### config.mk
export PLATFORM = sky130hd
export DESIGN_NAME = icache_refill_ctrl
export DESIGN_NICKNAME = d
export VERILOG_FILES = /design/src/rtl/icache_refill_ctrl.sv
export SDC_FILE = /design/constraint.sdc
export NUM_CORES = 1
export LEC_CHECK = 0
export ABC_AREA = 0
export CAP_MARGIN = 20
export CORE_MARGIN = 2
export CORE_UTILIZATION = 40
export CTS_BUF_LIST = sky130_fd_sc_hd__clkbuf_8
export CTS_CLUSTER_SIZE = 24
export DETAILED_ROUTE_END_ITERATION = 8
export PLACE_DENSITY = 0.7
export REMOVE_ABC_BUFFERS = 1
export SETUP_SLACK_MARGIN = 0.2
export SYNTH_ARGS = -nofsm -noshare
export SYNTH_HDL_FRONTEND = slang
export SYNTH_SLANG_ARGS = --single-unit
### constraint.sdc
create_clock -name clk -period 5.2 [get_ports clk]
set_input_delay 0.52 -clock clk [delete_from_list [all_inputs] [get_ports clk]]
set_output_delay 0.52 -clock clk [all_outputs]
set_load 0.02 [all_outputs]
### src/rtl/icache_refill_ctrl.sv
// icache_refill_ctrl: miss handler for the direct-mapped instruction cache.
// It looks the fetch address up in the cache. On a miss it reads the line from
// memory as a four-beat burst, writes the line into the cache, and then returns
// the requested word to fetch.
//
// Handshakes:
//   fetch: fetch_valid is sampled only in IDLE. Once a request is accepted,
//          stall stays high until the request is finished. fetch_ready is a
//          one-cycle completion pulse, and fetch_instr is valid with it.
//   mem:   mem_req and mem_addr hold steady until the first cycle in which
//          mem_gnt is high. After that, each mem_rvalid cycle delivers one beat,
//          word 0 first. Gaps between beats are allowed.
module icache_refill_ctrl #(
    parameter int ADDR_WIDTH = 32,
    parameter int LINE_WORDS = 4
) (
    input  logic                       clk,
    input  logic                       rst_n,
    input  logic                       fetch_valid,
    input  logic [ADDR_WIDTH-1:0]      fetch_pc,
    output logic                       fetch_ready,
    output logic [31:0]                fetch_instr,
    output logic                       stall,
    output logic [ADDR_WIDTH-1:0]      lookup_pc,
    input  logic                       cache_hit,
    input  logic [31:0]                cache_instr,
    output logic                       mem_req,
    output logic [ADDR_WIDTH-1:0]      mem_addr,
    input  logic                       mem_gnt,
    input  logic                       mem_rvalid,
    input  logic [31:0]                mem_rdata,
    output logic                       fill_valid,
    output logic [ADDR_WIDTH-1:0]      fill_pc,
    output logic [32*LINE_WORDS-1:0]   fill_line,
    output logic [2:0]                 dbg_state
);

    localparam int LB = 32 * LINE_WORDS;

    typedef enum logic [2:0] {
        S_IDLE   = 3'd0,
        S_LOOKUP = 3'd1,
        S_REQ    = 3'd2,
        S_BURST  = 3'd3,
        S_FILL   = 3'd4,
        S_REPLAY = 3'd5
    } state_t;

    state_t              state_q, state_d;
    logic [1:0]          beat_cnt;
    logic [LB-1:0]       line_q;
    logic [ADDR_WIDTH-1:0] pc_q;

    logic                  stall_d, fetch_ready_d, mem_req_d, fill_valid_d;
    logic [31:0]           fetch_instr_d;
    logic [ADDR_WIDTH-1:0] mem_addr_d, fill_pc_d;
    logic [31:0]           replay_word;

    assign lookup_pc = pc_q;
    assign fill_line = line_q;
    assign dbg_state = state_q;
    assign replay_word = line_q[LB-1-32*int'(pc_q[3:2]) -: 32];

    // State register
    always_ff @(posedge clk or negedge rst_n) begin
        if (!rst_n) state_q <= S_IDLE;
        else        state_q <= state_d;
    end

    // Next-state logic
    always_comb begin
        state_d = state_q;
        case (state_q)
            S_IDLE:   if (fetch_valid) state_d = S_LOOKUP;
            S_LOOKUP: state_d = cache_hit ? S_IDLE : S_REQ;
            S_REQ:    if (mem_gnt) state_d = S_BURST;
            S_BURST:  if (mem_rvalid && beat_cnt == 2'd3) state_d = S_FILL;
            S_FILL:   state_d = S_REPLAY;
            S_REPLAY: state_d = S_IDLE;
            default:  state_d = S_IDLE;
        endcase
    end

    // Output logic: compute the next value of every registered output
    always_comb begin
        stall_d       = (state_d != S_IDLE);
        fetch_ready_d = 1'b0;
        fetch_instr_d = fetch_instr;
        mem_req_d     = (state_d == S_REQ);
        mem_addr_d    = mem_addr;
        fill_valid_d  = 1'b0;
        fill_pc_d     = fill_pc;
        case (state_q)
            S_LOOKUP: begin
                if (cache_hit) begin
                    fetch_ready_d = 1'b1;
                    fetch_instr_d = cache_instr;
                end else begin
                    mem_addr_d = {pc_q[ADDR_WIDTH-1:4], 4'b0000};
                end
            end
            S_FILL: begin
                fill_valid_d = 1'b1;
                fill_pc_d    = pc_q;
            end
            S_REPLAY: begin
                fetch_ready_d = 1'b1;
                fetch_instr_d = replay_word;
            end
            default: ;
        endcase
    end

    // Output registers
    always_ff @(posedge clk or negedge rst_n) begin
        if (!rst_n) begin
            stall       <= 1'b0;
            fetch_ready <= 1'b0;
            fetch_instr <= '0;
            mem_req     <= 1'b0;
            mem_addr    <= '0;
            fill_valid  <= 1'b0;
            fill_pc     <= '0;
        end else begin
            stall       <= stall_d;
            fetch_ready <= fetch_ready_d;
            fetch_instr <= fetch_instr_d;
            mem_req     <= mem_req_d;
            mem_addr    <= mem_addr_d;
            fill_valid  <= fill_valid_d;
            fill_pc     <= fill_pc_d;
        end
    end

    // Latch the request address; beats are taken only while in BURST
    always_ff @(posedge clk or negedge rst_n) begin
        if (!rst_n) begin
            pc_q     <= '0;
            beat_cnt <= 2'd0;
            line_q   <= '0;
        end else begin
            if (state_q == S_IDLE && fetch_valid)
                pc_q <= fetch_pc;
            if (state_q == S_REQ && mem_gnt)
                beat_cnt <= 2'd0;
            if (state_q == S_BURST && mem_rvalid) begin
                line_q[LB-1-32*int'(beat_cnt) -: 32] <= mem_rdata;
                beat_cnt <= beat_cnt + 2'd1;
            end
        end
    end

endmodule

; Word-level counts from Yosys, hierarchy flattened
; Index checks and enable logic that the tools add are counted.
[op_classes]
add_sub_neg = 4
n_eq_ne = 8
n_shift = 3
muxes = 13
n_bitwise = 1
n_reduce_logical = 10
[op_table]
columns = cell, count
row1 = $shift 32x33->159 const A, 1
row2 = $shiftx 159x8->32, 1
row3 = $shiftx 32x33->159, 1
row4 = $bwmux 128, 1
row5 = $pmux 32 s2, 1
row6 = $neg 8->33, 1
row7 = $mux 32, 1
row8 = $sub 7x7->8 const A, 2
row9 = $pmux 3 s5, 1
row10 = $eq 3x2->1 const B, 3
row11 = $mux 3, 3
row12 = $eq 3x3->1 const B, 2
row13 = $mux 2, 3
row14 = $logic_and 1x1->1, 4
row15 = $reduce_and 2->1, 2
row16 = $reduce_bool 2->1, 2
row17 = $eq 3x1->1 const B, 1
row18 = $logic_not 3->1, 1
row19 = $reduce_bool 3->1, 1
row20 = $add 2x1->2 const B, 1
row21 = $eq 2x2->1 const B, 1
row22 = $mux 1, 2
row23 = $ne 2x2->1 const B, 1
row24 = $pmux 1 s2, 1
row25 = $not 1->1, 1
[word_totals]
register_bits = 261
out_inout_bits = 263
elab_cells = 50

; Longest topological paths before layout
; Gate-level depths: netlist of run 1.
[depth]
depth_word = 5
depth_mapped = 8

; Worst setup path before layout of run 1
; OpenSTA, ideal clock, no wires.
[synth_path]
path_type = register to register
from = register state_q[2], in the netlist dbg_state[2]
to = register pc_q[10], in the netlist lookup_pc[10]
setup_ps = 125
arrival_ps = 1599
t_required_ps = 5075
slack_ps = 3476
path_stages_with_launch = 5
n_path_buf = 2
synth_period_minus_slack_ps = 1724
cell_sequence = dfrtp_1 buf_2 nor4b_4 buf_4 mux2_2
[synth_between]
elab_chain_len = 2
[synth_lines]
columns = item, line_no
row1 = start: declaration, 49  ; state_t state_q, state_d;
row2 = start signal: assignment, 67  ; else state_q <= state_d;
row3 = $logic_not 3->1, 142  ; if (state_q == S_IDLE && fetch_valid)
row4 = $logic_and 1x1->1, 142
row5 = end signal: assignment, 143  ; pc_q <= fetch_pc;
row6 = end: declaration, 52  ; logic [ADDR_WIDTH-1:0] pc_q;
; No other way between the ends.
; A chain may end at the register's enable or synchronous reset.

; Worst setup path in the final report of run 1
[layout_path]
from = register beat_cnt[1]
to = register line_q[119], in the netlist fill_line[119]
[layout_between]
elab_chain_len = 4
elab_cells_between_ends = 5
classes_between = add/sub: 2 / shift: 2 / mux: 1
[layout_lines]
columns = item, line_no
row1 = start: declaration, 50  ; logic [1:0] beat_cnt;
row2 = start signal: assignment, 148  ; beat_cnt <= beat_cnt + 2'd1;
row3 = $sub 7x7->8 *, 147  ; line_q[LB-1-32*int'(beat_cnt) -: 32] <= mem_rdata;
row4 = $neg 8->33 *, 147
row5 = $shiftx 32x33->159 / $shift 32x33->159 (equally long branches), 147
row6 = $bwmux 128 *, 147
row7 = end signal: indexed assignment, 147
row8 = end: declaration, 51  ; logic [LB-1:0] line_q;
; Every way passes the cells marked *; elsewhere a longest branch is shown, timed or not.

==> results_dict.tcl, run 1 <==
set metrics [dict create \
    power.switching_w 0.004374 \
    slowest_cell_on_the_critical_path "sky130_fd_sc_hd__ha_1" \
    num_vias 9760 \
    ys_ff_latch 261 \
    drive_above_1_share 0.2270 \
    final_instance_area_um2 16990 \
    rsz0062_at_grt "no" \
    critical_path.top_delay_family "buffers and inverters" \
    reg_clk_slew_reported_paths_ns 0.06 \
    cp_data_arrival_time_ns 3.79 \
    clock_root_buffer "sky130_fd_sc_hd__clkbuf_8" \
    cts_max_level 2 \
    vdd_ir_drop_max_mv 0.3856 \
    finalSetupViolCount 0 \
    cts_resized 0 \
    synth_async_sr_flop_share 1.000 \
    cp_num_buf_inv 3 \
    period_minus_slack_ns 3.339 \
    cp-endpoint "fill_line[119]" \
    detail_route.vias_per_cell 5.625 \
    synthToLayoutAreaGrowth_pct 38.67 \
    p_int_w 0.006517 \
    power_w 0.01089 \
    place_hpwl_um 26730 \
    final_net_count 1412 \
    cts_tree "done" \
    fillCellCount 2576 \
    fin_skew_ns 0.01518 \
    placement_rows 64 \
    seq_power_share 0.347 \
    post-route-period-util 0.6421 \
    num_antenna_cells 0 \
    worst_setup_path_start_kind "register" \
    clk_path_buf_depth 3 \
    worst_hold_path_type "in -> async" \
    finalSetupTns_ns 0 \
    p_per_area_nw_per_um2 641.0 \
    die_h_um 179.0 \
    detailedPlace.worstSlack_ns 1.822 \
    placed_area_um2 16060 \
    floorplan.initialDensity 0.4037 \
    timing.critical_path.required_ns 5.65 \
    postRouteAntennaNets 0 \
    floorplan.die_area_um2 32040 \
    gp_congestion 0.8284 \
    postCtsSetupBuffers 0 \
    cellLeakagePower_nw 7.717 \
    postCtsHoldBufs 0 \
    syn_inst 981 \
    worstSetupStartpoint "beat_cnt[1]" \
    setup.worst_path.end_class "register" \
    synth_warnings 0 \
    synth_enable_flop_cells 0 \
    critical_path.max_stage_delay_ns 0.85 \
    path_class "reg -> reg" \
    critical_path.most_common_cell "sky130_fd_sc_hd__buf_4" \
    wl_per_cell_um 23.01 \
    grt_overflow_total 0 \
    hold_viol 0 \
    power_switching_share 0.4016 \
    flip_flop_and_latch_area_um2 6535 \
    post-route-worst-setup-slack_ns 1.861 \
    sequential_element_share_of_the_synthesized_area 0.5331 \
    worst-path-max-fanout 33 \
    outcome "finished clean" \
    slew-limit-headroom 0.2678 \
    p_comb_frac 0.477 \
    p_clk_frac 0.176 \
    number_of_primary_i_o_pins 365 \
    r2r_start "beat_cnt[1]" \
    maxClockFrequency_ghz 0.2995 \
    crit_chain "buf_4 -> inv_1 -> ha_1 -> nand2_1 -> buf_4 -> a21o_1" \
    max_cap_viol_count 0 \
    max_slew.worst_pin.slew_ns 1.096 \
    synth-main-ff-cell "sky130_fd_sc_hd__dfrtp_1" \
    multi_input_area_um2 5251 \
    track_usage 0.2449 \
    final_cell_count_no_fill 1735 \
    grt_max_degree 130 \
    grt_pass1_wl_um 59880 \
    ff2ff_path_depth 6 \
    first_pass_iters 5 \
    ys_types 42 \
    r2r_setup_slk_ns 1.86 \
    route.detailed.drc 0 \
    post_synth.cell_area_avg_um2 12.49 \
    worstSkewPairLatency_ns 0.57 \
    final-max-slew-violation-count 0 \
    placed_cells_incl_taps 1654 \
    timing.rr.end "fill_line[119]" \
    routed_wirelength_um 39920 \
    cts_made_buffers 46 \
    grt_pass1_vias 10080 \
    drt_iter0_drc 533 \
    mappedNetlistArea_um2 12250 \
    io_buffer_count 360 \
    die-width_um 179.0 \
    fp.coreArea_um2 30350 \
    grt_antenna_before_repair 0 \
    cp.depth 6 \
    sinks_on_the_clock_net 261 \
]
## metal layers
metal  vias to the layer above  global-route usage  part of all wire
li1                       4351                   -                 -
met1                      4922              0.2983              0.40
met2                       413              0.4159              0.48
met3                        74             0.08291             0.097
met4                         0             0.06267             0.022
met5                         -                   0                 0
## final cells by class
type,instances,area share
Clock buffer,58,0.04698
Inverter,4,0.0008837
Multi-Input combinational cell,616,0.3091
Tap cell,396,0.02916
Clock inverter,23,0.007733
Timing Repair Buffer,377,0.2215
Sequential cell,261,0.3846
## worst min-delay path by stage
stage	from	endpoint	slack [ns]	cells after the start
global route	rst_n	fetch_instr[3]	0.15	1
detailed placement	fill_pc[19]	fill_pc[19]	0.47	1
floorplan	rst_n	beat_cnt[0]	0.22	0
finish	rst_n	fetch_instr[18]	0.06	1
CTS	rst_n	fill_line[56]	0.11	1
global placement	fill_pc[14]	fill_pc[14]	0.47	1
## cells by family (layout without fill, tap and decap cells)
| group | after synthesis | after routing | synth area share |
|---|---|---|---|
| flip-flops | 261 | 261 | 0.5331 |
| AO/OA/AOI/OAI | 233 | 233 | 0.1492 |
| AND/OR/NAND/NOR | 218 | 218 | 0.1199 |
| multiplexers | 157 | 157 | 0.1503 |
| buffers and inverters | 107 | 462 | 0.04310 |
| adder cells (fa/ha/maj) | 4 | 4 | 0.004085 |
| other | 1 | 4 | 0.0003061 |
## flip-flops by register name (all words and copies together) (netlist names)
register / cells
fill_valid: 1
fetch_instr: 32
fill_pc: 32
mem_addr: 28
stall: 1
lookup_pc: 32
mem_req: 1
dbg_state: 3
beat_cnt: 2
fetch_ready: 1
fill_line: 128
## power by group through the flow
stage | Clock [W] | Sequential, W | Combinational [W]
floorplan | 0 | 0.00465 | 0.00160
global placement | 0 | 0.00377 | 0.00513
detailed placement | 0 | 0.00381 | 0.00521
CTS | 0.00197 | 0.00379 | 0.00524
global route | 0.00206 | 0.00390 | 0.00551
finish | 0.00192 | 0.00378 | 0.00519
## synth_stat cells, drive strengths merged (2+ instances only)
master    n  share of area
nor2      6         0.0018
clkbuf   48          0.015
a21o     32          0.020
buf      55          0.027
and3     33          0.017
o22ai    65          0.033
a22o      2         0.0014
inv       4         0.0012
nand4    64          0.033
nand2     4         0.0018
nor2b    35          0.018
ha        4         0.0041
nor3      3         0.0026
mux2    156           0.15
a211oi   64          0.039
a21bo    64          0.052
nand2b   35          0.018
and4     32          0.023
dfrtp   261           0.53
## cell usage in the layout, fill, tap and decap left out, types with 2 or more instances in the layout
cell type,n
sky130_fd_sc_hd__a211oi_1,64
sky130_fd_sc_hd__a21bo_2,64
sky130_fd_sc_hd__a21o_1,32
sky130_fd_sc_hd__a22o_1,2
sky130_fd_sc_hd__and3_1,33
sky130_fd_sc_hd__and4_1,32
sky130_fd_sc_hd__buf_4,15
sky130_fd_sc_hd__clkbuf_8,58
sky130_fd_sc_hd__clkdlybuf4s50_1,358
sky130_fd_sc_hd__clkinv_2,5
sky130_fd_sc_hd__clkinvlp_4,2
sky130_fd_sc_hd__conb_1,4
sky130_fd_sc_hd__dfrtp_1,260
sky130_fd_sc_hd__ha_1,2
sky130_fd_sc_hd__ha_2,2
sky130_fd_sc_hd__inv_1,17
sky130_fd_sc_hd__mux2_1,18
sky130_fd_sc_hd__mux2_2,118
sky130_fd_sc_hd__mux2_4,20
sky130_fd_sc_hd__nand2_1,3
sky130_fd_sc_hd__nand2b_1,34
sky130_fd_sc_hd__nand4_1,64
sky130_fd_sc_hd__nor2_1,5
sky130_fd_sc_hd__nor2b_1,32
sky130_fd_sc_hd__nor2b_4,3
sky130_fd_sc_hd__nor3_4,2
sky130_fd_sc_hd__o22ai_1,65
## metrics by stage
stage / hold WS, ns / utilization
2_1_floorplan: 0.2244 / -
3_3_place_gp: 0.4671 / 0.5283
3_5_place_dp: 0.4739 / 0.5292
4_1_cts: 0.1122 / 0.5598
5_1_grt: 0.1451 / 0.5598
6_report: 0.05841 / 0.5598
## worst reg2reg max path: stages, from the launching register on
cell and delay [ns]:
sky130_fd_sc_hd__dfrtp_1 0.70, sky130_fd_sc_hd__buf_4 0.38, sky130_fd_sc_hd__inv_1 0.13, sky130_fd_sc_hd__ha_1 0.85
sky130_fd_sc_hd__nand2_1 0.56, sky130_fd_sc_hd__buf_4 0.39, sky130_fd_sc_hd__a21o_1 0.22
Note: power is estimated with default switching activity, not from simulation.
==> run 2: changes to the inputs <==
--- a/config.mk
+++ b/config.mk
@@ -12,7 +12,7 @@
 export CTS_BUF_LIST = sky130_fd_sc_hd__clkbuf_8
 export CTS_CLUSTER_SIZE = 24
 export DETAILED_ROUTE_END_ITERATION = 8
-export PLACE_DENSITY = 0.7
+export PLACE_DENSITY = 0.72
 export REMOVE_ABC_BUFFERS = 1
 export SETUP_SLACK_MARGIN = 0.2
 export SYNTH_ARGS = -nofsm -noshare
==> constraint.sdc (replaced) <==
create_clock -name clk -period 2.91 [get_ports clk]
set_input_delay 0.291 -clock clk [delete_from_list [all_inputs] [get_ports clk]]
set_output_delay 0.291 -clock clk [all_outputs]
set_load 0.02 [all_outputs]
==> results_dict.tcl, run 2 (synthesized netlist as in run 1, its figures left out) <==
set metrics [dict create \
    die-width_um 179.0 \
    floorplan.initialDensity 0.4037 \
    postRouteAntennaNets 0 \
    drt_iter0_drc 536 \
    cts_tree "done" \
    worstSkewPairLatency_ns 0.56 \
    ff2ff_path_depth 4 \
    synthToLayoutAreaGrowth_pct 39.44 \
    place_hpwl_um 27530 \
    drive_above_1_share 0.2312 \
    grt_max_degree 98 \
    max_slew.worst_pin.slew_ns 0.8293 \
    floorplan.die_area_um2 32040 \
    routed_wirelength_um 41060 \
    max_cap_viol_count 0 \
    grt_pass1_vias 10590 \
    cts_max_level 2 \
    fin_skew_ns 0.01243 \
    vdd_ir_drop_max_mv 0.5937 \
    route.detailed.drc 0 \
    worst_setup_path_start_kind "register" \
    p_per_area_nw_per_um2 1140 \
    number_of_primary_i_o_pins 365 \
    cellLeakagePower_nw 7.796 \
    postCtsSetupBuffers 0 \
    slew-limit-headroom 0.4471 \
    cp.depth 1 \
    hp-start "fetch_pc[6]" \
    hold_slack_ns 0.3322 \
    largest_reg_flops 128 \
    sinks_on_the_clock_net 261 \
    worst_hold_path_type "in -> reg" \
    num_vias 9946 \
    final_net_count 1432 \
    cp_data_arrival_time_ns 2.08 \
    setup.worst_path.end_class "output pin" \
    detail_route.vias_per_cell 5.680 \
    wl_per_cell_um 23.45 \
    grt_antenna_before_repair 2 \
    period_minus_slack_ns 2.368 \
    crit_chain "clkdlybuf4s50_1" \
    layout_common_cells "sky130_fd_sc_hd__clkdlybuf4s50_1 (358), sky130_fd_sc_hd__dfrtp_1 (260), sky130_fd_sc_hd__mux2_2 (118)" \
    holdPathEnd "lookup_pc[6]" \
    io_buffer_count 360 \
    first_pass_iters 4 \
    finalSetupViolCount 0 \
    outcome "finished clean" \
    critical_path.max_stage_delay_ns 0.82 \
    detailedPlace.worstSlack_ns 0.6999 \
    power_w 0.01947 \
    final_common_cell "sky130_fd_sc_hd__clkdlybuf4s50_1" \
    gp_congestion 0.8218 \
    post-route-period-util 0.8139 \
    clk_path_buf_depth 3 \
    slowest_cell_on_the_critical_path "sky130_fd_sc_hd__clkdlybuf4s50_1" \
    cp_num_buf_inv 1 \
    placed_cells_incl_taps 1674 \
    worst_hold_path.num_cells 2 \
    track_usage 0.2548 \
    reg_clk_slew_reported_paths_ns 0.06 \
    timing.critical_path.required_ns 2.62 \
    critical_path.top_delay_family "buffers and inverters" \
    path_class "reg -> out" \
    fp.coreArea_um2 30350 \
    post-route-worst-setup-slack_ns 0.5415 \
    die_h_um 179.0 \
    final-max-slew-violation-count 0 \
    maxClockFrequency_ghz 0.4222 \
    r2r_start "dbg_state[0]" \
    rsz0062_at_grt "no" \
    finalSetupTns_ns 0 \
    cts_made_buffers 45 \
    clock_root_buffer "sky130_fd_sc_hd__clkbuf_8" \
    hold_viol 0 \
    grt_pass1_wl_um 62180 \
    grt_overflow_total 0 \
    r2r_setup_slk_ns 0.68 \
    worst-path-max-fanout 16 \
    placement_rows 64 \
    final_cell_count_no_fill 1751 \
    timing.rr.end "fetch_instr[6]" \
]
run 2: stage by stage:
stage            util  cell area [µm²]
2_1_floorplan       -            11750
3_3_place_gp   0.5347            16230
3_5_place_dp   0.5347            16230
4_1_cts        0.5628            17080
5_1_grt        0.5629            17080
6_report       0.5629            17080
run 2: repair_timing:
| item | in CTS | in global routing |
|---|---|---|
| hold buffers | 1 | 0 |
| endpoints found under the hold margin | 89 | 0 |
| resized for setup | 0 | 0 |
run 2: power breakdown:
part	internal, W	switching [W]
Sequential	0.00518	0.00153
Clock	0.00172	0.00146
Combinational	0.00469	0.00489
Total	0.0116	0.00788
run 2: layer usage:
metal,vias to the layer above,global-route usage,share of wire
met4,2,0.09011,0.030
met3,84,0.08333,0.097
met5,-,0,0.00029
met2,498,0.4184,0.47
li1,4372,-,-
met1,4990,0.3144,0.40
run 2: worst max path at each step:
stage | endpoint | start | slack, ns
CTS | dbg_state[0] | dbg_state[0] | 0.51
global route | dbg_state[0] | dbg_state[0] | 0.45
finish | dbg_state[0] | dbg_state[0] | 0.54
global placement | fetch_instr[6] | dbg_state[2] | 0.72
detailed placement | mem_addr[31] | dbg_state[0] | 0.70
floorplan | fill_line[32] | dbg_state[0] | -1.04
run 2: cell type report:
class | count | area (µm²)
Timing Repair Buffer | 398 | 3941
Multi-Input combinational cell | 616 | 5251
Clock buffer | 53 | 729.5
Inverter | 4 | 15.01
Sequential cell | 261 | 6535
Antenna cell | 1 | 2.502
Clock inverter | 22 | 113.9
Tap cell | 396 | 495.5
Fill cell | 2556 | 13270
==> run 3: changes to the inputs <==
==> constraint.sdc (replaced) <==
create_clock -name clk -period 2 [get_ports clk]
set_input_delay 0.2 -clock clk [delete_from_list [all_inputs] [get_ports clk]]
set_output_delay 0.2 -clock clk [all_outputs]
set_load 0.02 [all_outputs]
==> results_dict.tcl, run 3 (synthesized netlist as in run 1, its figures left out) <==
set metrics [dict create \
    cp_data_arrival_time_ns 2.20 \
    fp.coreArea_um2 30350 \
    seq_power_share 0.335 \
    die_h_um 179.0 \
    maxClockFrequency_ghz 0.5656 \
    power_switching_share 0.4089 \
    cellLeakagePower_nw 9.196 \
    final_cell_count_no_fill 1778 \
    postRouteAntennaNets 0 \
    detail_route.vias_per_cell 5.693 \
    cts_max_level 2 \
    num_vias 10120 \
    p_comb_frac 0.491 \
    gp_congestion 0.8392 \
    placed_cells_incl_taps 1692 \
    clk_path_buf_depth 3 \
    post-route-period-util 0.8840 \
    hold_slack_ns 0.1590 \
    io_buffer_count 360 \
    path_class "reg -> reg" \
    reg_clk_slew_reported_paths_ns 0.06 \
    vdd_ir_drop_max_mv 1.002 \
    p_per_area_nw_per_um2 1624 \
    route.detailed.drc 0 \
    finalSetupViolCount 0 \
    detailedPlace.worstSlack_ns 0.1487 \
    final-max-slew-violation-count 0 \
    die-width_um 179.0 \
    drive_above_1_share 0.2498 \
    hold_viol 0 \
    fin_skew_ns 0.03055 \
    setup.worst_path.end_class "register" \
    final_net_count 1454 \
    outcome "finished clean" \
    synthToLayoutAreaGrowth_pct 42.80 \
    final_common_cell "sky130_fd_sc_hd__dfrtp_1" \
    rsz0062_at_grt "yes" \
    place_hpwl_um 27780 \
    timing.critical_path.required_ns 2.43 \
    max_cap_viol_count 0 \
    p_int_w 0.01680 \
    grt_max_degree 71 \
    routed_wirelength_um 41790 \
    grt_pass1_vias 10360 \
    cts_tree "done" \
    worstSkewPairLatency_ns 0.56 \
    final_instance_area_um2 17500 \
    worst_setup_path_start_kind "register" \
    drt_iter0_drc 723 \
    grt_antenna_before_repair 1 \
    sinks_on_the_clock_net 261 \
    layout_common_cells "sky130_fd_sc_hd__dfrtp_1 (260), sky130_fd_sc_hd__clkdlybuf4s50_1 (216), sky130_fd_sc_hd__mux2_2 (118)" \
    power.switching_w 0.01162 \
    period_minus_slack_ns 1.768 \
    number_of_primary_i_o_pins 365 \
    cts_made_buffers 46 \
    largest_reg_flops 128 \
    floorplan.die_area_um2 32040 \
    power_w 0.02842 \
    grt_pass1_wl_um 61970 \
    track_usage 0.2557 \
    clock_root_buffer "sky130_fd_sc_hd__clkbuf_8" \
    placed_area_um2 16490 \
    grt_overflow_total 0 \
    post-route-worst-setup-slack_ns 0.2320 \
    wl_per_cell_um 23.51 \
    first_pass_iters 7 \
    p_clk_frac 0.173 \
    worst_hold_path_type "in -> async" \
    worst-path-max-fanout 29 \
    placement_rows 64 \
    floorplan.initialDensity 0.4037 \
]
==> run 3: layer usage <==
layer | up-vias | GRT usage | share of wire
met2 | 547 | 0.4160 | 0.47
met4 | 0 | 0.08774 | 0.028
met5 | - | 0 | 0
met3 | 74 | 0.08482 | 0.11
li1 | 4426 | - | -
met1 | 5076 | 0.3191 | 0.40
==> run 3: cell type report <==
class	instances	area [µm²]
flip-flops and latches	261	6535
repair buffers	419	4272
well taps	396	495.5
clock buffers	58	798.3
multi-input cells	616	5256
inverters	4	15.01
clock inverters	23	121.4
fillers	2537	12850
diodes	1	2.502
==> run 3: through the flow <==
step | setup TNS, ns | util
CTS | 0 | 0.5712
detailed placement | 0 | 0.5433
floorplan | -326.95 | -
global placement | 0 | 0.5433
finish | 0 | 0.5765
global route | 0 | 0.5765
==> run 3: power groups by stage <==
| stage | clock, W | combinational (W) | sequential, W |
|---|---|---|---|
| 2_1_floorplan | 0 | 0.00415 | 0.0121 |
| 3_3_place_gp | 0 | 0.0142 | 0.00961 |
| 3_5_place_dp | 0 | 0.0144 | 0.00969 |
| 4_1_cts | 0.00505 | 0.0141 | 0.00955 |
| 5_1_grt | 0.00526 | 0.0148 | 0.00980 |
| 6_report | 0.00493 | 0.0140 | 0.00952 |
==> run 3: path summary, 6_finish.rpt <==
check                              from         endpoint  slack (ns)  cells past startpoint
max in group asynchronous         rst_n   fill_line[119]        1.08                      3
min in group clk              cache_hit  fetch_instr[18]        0.18                      3
max                        dbg_state[1]     mem_addr[19]        0.23                      5
max reg2reg                dbg_state[1]     mem_addr[19]        0.23                      5
min                               rst_n   fetch_instr[6]        0.16                      2
min reg2reg                 fill_pc[14]      fill_pc[14]        0.48                      1
==> run 3: critical path: stages (launching register included) <==
cell	delay, ns
sky130_fd_sc_hd__dfrtp_1	0.43
sky130_fd_sc_hd__buf_4	0.20
sky130_fd_sc_hd__nand2b_2	0.22
sky130_fd_sc_hd__nor3_4	0.17
sky130_fd_sc_hd__buf_12	0.24
sky130_fd_sc_hd__mux2_2	0.36
==> run 3: repair_timing <==
item                       in CTS  in global routing
setup endpoints to repair      83                 97
hold endpoints to repair      110                  0
gates cloned                    0                  0
hold buffers                    1                  0
buffers inserted                3                  0
gates resized for setup        83                 67
